==> config.mk <==
export PLATFORM = sky130hd
export DESIGN_NAME = fifo_1clk
export DESIGN_NICKNAME = d
export VERILOG_FILES = /design/src/rtl/fifo_1clk.sv
export SDC_FILE = /design/constraint.sdc
export NUM_CORES = 2
export LEC_CHECK = 0
export ABC_CLOCK_PERIOD_IN_PS = 7700
export CAP_MARGIN = 20
export CORE_UTILIZATION = 65
export CTS_CLUSTER_SIZE = 25
export DETAILED_ROUTE_END_ITERATION = 6
export PLACE_DENSITY = 0.81
export SETUP_SLACK_MARGIN = 0.4
export SLEW_MARGIN = 10
export SYNTH_ARGS = -nofsm -noshare
export SYNTH_HDL_FRONTEND = slang
export SYNTH_SLANG_ARGS = --single-unit
==> constraint.sdc <==
create_clock -name clk -period 7.7 [get_ports clk]
set_input_delay 1.54 -clock clk [delete_from_list [all_inputs] [get_ports clk]]
set_output_delay 1.54 -clock clk [all_outputs]
set_load 0.05 [all_outputs]
==> src/rtl/fifo_1clk.sv <==
`default_nettype none
// ============================================================================
//  Module   : fifo_1clk
//  Brief    : Single-clock synchronous FIFO with fill count, programmable
//             almost-full / almost-empty thresholds and a selectable
//             standard or first-word-fall-through (FWFT) read mode.
//  Options  : FIFO_1CLK_ERR_FLAGS_EN - when defined, builds sticky
//             overflow/underflow flag registers; otherwise both ports are
//             tied low.
//  Revision : 1.0 - initial release
// ============================================================================
module fifo_1clk #(
    parameter int WIDTH         = 8,
    parameter int DEPTH         = 256,
    parameter int FWFT          = 0,
    parameter int AFULL_THRESH  = DEPTH - 4,
    parameter int AEMPTY_THRESH = 4
) (
    input  logic                       clk,
    input  logic                       rst_sync,
    input  logic [WIDTH-1:0]           din,
    input  logic                       wr_en,
    output logic                       full,
    output logic                       almost_full,
    input  logic                       rd_en,
    output logic [WIDTH-1:0]           dout,
    output logic                       empty,
    output logic                       almost_empty,
    output logic [$clog2(DEPTH):0]     count,
    output logic                       overflow,
    output logic                       underflow
);

    localparam int                    c_addr_width = $clog2(DEPTH);
    localparam logic [c_addr_width:0] c_ptr_one    = {{c_addr_width{1'b0}}, 1'b1};
    localparam logic [c_addr_width:0] c_depth      = (c_addr_width + 1)'(DEPTH);
    localparam logic [c_addr_width:0] c_afull_thr  = (c_addr_width + 1)'(AFULL_THRESH);
    localparam logic [c_addr_width:0] c_aempty_thr = (c_addr_width + 1)'(AEMPTY_THRESH);

    // Storage array; intentionally has no reset.
    logic [WIDTH-1:0]        r_mem [DEPTH];

    // Pointers carry one extra wrap bit above the address bits.
    logic [c_addr_width:0]   r_wr_ptr;
    logic [c_addr_width:0]   r_rd_ptr;
    logic [c_addr_width:0]   r_count;
    logic [WIDTH-1:0]        r_dout;

    logic                    w_full;
    logic                    w_empty;
    logic                    w_wr_acc;   // write accepted this cycle
    logic                    w_rd_acc;   // user read accepted this cycle
    logic                    w_pop;      // a word leaves storage this cycle

    // A write while full is always dropped, even with a same-cycle read.
    assign w_wr_acc = wr_en && !w_full;

    // Write port into storage.
    always_ff @(posedge clk) begin
        if (w_wr_acc) begin
            r_mem[r_wr_ptr[c_addr_width-1:0]] <= din;
        end
    end

    // Write pointer advances on every accepted write, wrapping silently.
    always_ff @(posedge clk) begin
        if (rst_sync) begin
            r_wr_ptr <= '0;
        end else if (w_wr_acc) begin
            r_wr_ptr <= r_wr_ptr + c_ptr_one;
        end
    end

    // Read pointer advances whenever a word is taken out of storage.
    always_ff @(posedge clk) begin
        if (rst_sync) begin
            r_rd_ptr <= '0;
        end else if (w_pop) begin
            r_rd_ptr <= r_rd_ptr + c_ptr_one;
        end
    end

    // Fill count tracks user-visible writes and reads; in FWFT mode it
    // includes the word parked in the output register.
    always_ff @(posedge clk) begin
        if (rst_sync) begin
            r_count <= '0;
        end else begin
            case ({w_wr_acc, w_rd_acc})
                2'b10:   r_count <= r_count + c_ptr_one;
                2'b01:   r_count <= r_count - c_ptr_one;
                default: r_count <= r_count;
            endcase
        end
    end

    generate
        if (FWFT == 0) begin : g_std
            // Standard mode: status straight from the pointers and count.
            assign w_empty  = (r_count == '0);
            assign w_full   = (r_wr_ptr[c_addr_width-1:0] == r_rd_ptr[c_addr_width-1:0]) &&
                              (r_wr_ptr[c_addr_width] != r_rd_ptr[c_addr_width]);
            assign w_rd_acc = rd_en && !w_empty;
            assign w_pop    = w_rd_acc;

            // Registered read: data appears the edge after the request.
            always_ff @(posedge clk) begin
                if (rst_sync) begin
                    r_dout <= '0;
                end else if (w_rd_acc) begin
                    r_dout <= r_mem[r_rd_ptr[c_addr_width-1:0]];
                end
            end
        end else begin : g_fwft
            logic r_out_valid;
            logic w_mem_nonempty;

            // Storage alone holds (count - r_out_valid) words; the output
            // register adds one more slot, so fullness is taken from the
            // overall count rather than the storage pointers.
            assign w_mem_nonempty = (r_wr_ptr != r_rd_ptr);
            assign w_empty        = !r_out_valid;
            assign w_full         = (r_count == c_depth);
            assign w_rd_acc       = rd_en && r_out_valid;
            assign w_pop          = w_mem_nonempty && (!r_out_valid || w_rd_acc);

            // Head-word register: refilled from storage when it is free or
            // being consumed, so back-to-back reads see no bubble.
            always_ff @(posedge clk) begin
                if (rst_sync) begin
                    r_out_valid <= 1'b0;
                    r_dout      <= '0;
                end else if (w_pop) begin
                    r_out_valid <= 1'b1;
                    r_dout      <= r_mem[r_rd_ptr[c_addr_width-1:0]];
                end else if (w_rd_acc) begin
                    r_out_valid <= 1'b0;
                end
            end
        end
    endgenerate

`ifdef FIFO_1CLK_ERR_FLAGS_EN
    logic r_overflow;
    logic r_underflow;

    // Sticky error flags, cleared only by reset.
    always_ff @(posedge clk) begin
        if (rst_sync) begin
            r_overflow  <= 1'b0;
            r_underflow <= 1'b0;
        end else begin
            if (wr_en && w_full) begin
                r_overflow <= 1'b1;
            end
            if (rd_en && w_empty) begin
                r_underflow <= 1'b1;
            end
        end
    end

    assign overflow  = r_overflow;
    assign underflow = r_underflow;
`else
    assign overflow  = 1'b0;
    assign underflow = 1'b0;
`endif

    assign full         = w_full;
    assign empty        = w_empty;
    assign dout         = r_dout;
    assign count        = r_count;
    assign almost_full  = (r_count >= c_afull_thr);
    assign almost_empty = (r_count <= c_aempty_thr);

endmodule
`default_nettype wire

==> run_results.csv <==
group,metric,value,unit
setup_path,critPathMostFrequentCell,"buf_4",
setup_path,path_delay_family,"buffers and inverters",
placed_design,hpwl,117,mm
placed_design,dpl-instance-area,83300,sq um
floorplanning,die_w,356,microns
power,leakagePower,27.2,nW
global_routing,grt_max_degree,201,
layout,drive_above_1_share,0.196,
placed_design,dpl_worst_slack,2100,ps
cts,cts_tree,"done",
setup_path,reg2reg_from,"r_rd_ptr[1]",
sta,fin_skew,31.7,ps
synth,syn_area_per_cell,20.6,sq um
synth,ys_types,77,
sta,tightest_slew,1340,ps
sta,rsz0062_at_grt,"false",
sta,slew_headroom,0.110,
synth,yosysWarnings,0,
setup_path,critical_path_class,"flop to flop",
cts,numCtsBuffers,194,
layout,stdcell_count,5832,
layout,final_common_cell,"edfxtp_1",
cts,path_clk_slew,70,ps
placed_design,dp_cells,5463,
sta,finalSetupViolCount,0,
cts,post_cts_resized,0,
floorplanning,initial_core_util,0.658,
layout,seqCellArea,62200,sq um
setup_path,reg2reg_slack,2330,ps
setup_path,worstSetupStartpoint,"r_rd_ptr[1]",
power,peakVddDrop,0.249,mV
synth,async_reset_ff_frac,0,
setup_path,worst-r2r-cell-count,10,
setup_path,crit_path_max_incr_delay,810,ps
cts,ctsHoldBuffers,0,
global_routing,antenna_found_initial,6,
sta,finalHoldViolations,0,
floorplanning,core,124000,sq um
setup_path,slowest_stage,"nor3_1",
setup_path,cp.depth,10,
route,drc,0,
layout,nets,4052,
global_routing,grt_pass1_vias,42500,
route,ant_nets,0,
floorplanning,io_pins,35,
synth,synth-seq-cells,2083,
synth,synth_edf_count,2048,
cts,cts_buffer_depth,3,
synth,yosys.area.top_type,"edfxtp_1",
power,totalPowerFinal,26.5,mW
hold_path,hold_start,"r_wr_ptr[8]",
global_routing,grtUsageTotal,0.337,
route,drt-wirelength-per-cell,36.1,microns
synth,netlist_area,81600,sq um
layout,fillers,6679,
route,viasPerCell,7.36,
layout,most-common-layout-cells,"edfxtp_1, mux4_2, nor2_1, clkbuf_16, mux2i_1",
cts,root_buffer,"clkbuf_16",
job,maxCapViolCount,0,
synth,ys_top_cells_by_area,"edfxtp_1, mux4_2, mux2i_1, nor2_1, dfxtp_1",
cts,clock_sinks,2083,
placed_design,port_buffers,32,
layout,synthToLayoutAreaGrowth,9.40,%
setup_path,crit_arrival,6070,ps
global_routing,grt_overflow,0,
power,p_per_area,296,nW/um^2
synth,synthCells,3957,
layout,post-route-util,0.720,
cts,clk_latency,830,ps
setup_path,cp_max_fo,111,
global_routing,grt_pass1_wl,301,mm
floorplanning,std_cell_rows,129,
sta,fmax,0.186,GHz
route,drt-pass1-iter-count,7,
setup_path,worstSetupEndpoint,"dout[1]",
route,drt_iter0_drc,7538,
sta,finalCriticalPeriod,5370,ps
sta,finalMaxSlewViolations,0,
setup_path,end_kind,"flop",
synth,yosysSeqAreaShare,0.762,
setup_path,r2r-end,"dout[1]",
synth,synth_top_area_frac,0.753,
layout,multi_input_area,18000,sq um
floorplanning,dieHeight,356,microns
hold_path,hold_path_class,"flop to flop",
sta,period_share,0.698,
setup_path,path_cells,"buf_12 -> buf_4 -> buf_4 -> mux4_2 -> a22o_1 -> a221oi_1 -> o22ai_1 -> nor3_1 -> a211o_1 -> a41oi_1",
layout,final_cell_area,89300,sq um
outcome,outcome,"finished clean",
placed_design,place_congestion,0.936,
setup_path,path_buf_inv,3,
sta,setup_tns,0,ps
setup_path,critical_path_required,8390,ps
synth,synth-main-ff-cell,"edfxtp_1",
sta,layout_setup_ws,2330,ps
sta,hold_slack,543,ps
route,wirelength,211,mm
cts,htreeDepth,4,
floorplanning,die-area,127000,sq um
route,num_vias,42900,
setup_path,startpoint_type,"flop",
cts,post-cts-setup-buffers,0,
-- worst reg2reg max path: stages, from the launching register on --
cell	delay [ps]
dfxtp_4	610
buf_12	560
buf_4	830
buf_4	640
mux4_2	460
a22o_1	220
a221oi_1	460
o22ai_1	210
nor3_1	810
a211o_1	310
a41oi_1	140
-- synthesized netlist by cell type, types with 13 or more instances --
| cell | count |
|---|---|
| clkbuf_1 | 82 |
| inv_1 | 14 |
| o221ai_1 | 25 |
| a22oi_1 | 34 |
| nor3_1 | 24 |
| nand2_1 | 140 |
| a221oi_1 | 33 |
| edfxtp_1 | 2048 |
| dfxtp_1 | 35 |
| mux4_1 | 24 |
| buf_2 | 66 |
| buf_6 | 38 |
| ha_1 | 13 |
| xnor2_1 | 23 |
| mux4_2 | 454 |
| a21oi_1 | 67 |
| mux2i_1 | 172 |
| buf_4 | 33 |
| o21ai_0 | 53 |
| a211oi_1 | 18 |
| nor2_1 | 321 |
| o22ai_1 | 19 |
| nand3_1 | 27 |
-- cell families after synthesis --
logic type	after synthesis	synth area share
multiplexers	657	0.155
XOR/XNOR	29	0.00311
AO/OA/AOI/OAI	349	0.0301
AND/OR/NAND/NOR	571	0.0292
flip-flops	2083	0.762
other	1	0.0000459
adder cells (fa/ha/maj)	14	0.00224
buffers and inverters	253	0.0185
-- cell type report --
type	count	share of cell area
well taps	1637	0.0229
clock buffers	258	0.0582
repair buffers	107	0.0112
diodes	6	0.000168
multi-input cells	1622	0.201
inverters	18	0.000812
clock inverters	101	0.00909
flip-flops and latches	2083	0.697
-- routing by layer --
| layer | track usage | vias up | part of all wire |
|---|---|---|---|
| met2 | 0.516 | 3872 | 0.47 |
| met3 | 0.0897 | 666 | 0.14 |
| li1 | - | 16500 | - |
| met4 | 0.155 | 10 | 0.050 |
| met5 | 0 | - | 0.00031 |
| met1 | 0.462 | 21800 | 0.34 |
-- sequential cells by signal, indices dropped and copies added (netlist names) --
| signal | cells |
|---|---|
| r_rd_ptr | 9 |
| r_mem | 2048 |
| dout | 8 |
| r_wr_ptr | 9 |
| count | 9 |
-- how the worst min path moves through the flow --
| stage | to | slack, ps | depth (start not counted) |
|---|---|---|---|
| 2_1_floorplan | r_wr_ptr[8] | 470 | 2 |
| 3_3_place_gp | r_wr_ptr[8] | 480 | 2 |
| 3_5_place_dp | r_wr_ptr[8] | 510 | 2 |
| 4_1_cts | r_wr_ptr[8] | 530 | 2 |
| 5_1_grt | r_wr_ptr[8] | 550 | 2 |
| 6_report | r_wr_ptr[8] | 540 | 2 |
-- power breakdown --
group          internal [mW]  switching [mW]
sequential              12.5           0.148
clock                   5.12            4.12
combinational           1.96            2.60
Note: power is estimated with default switching activity, not from simulation.
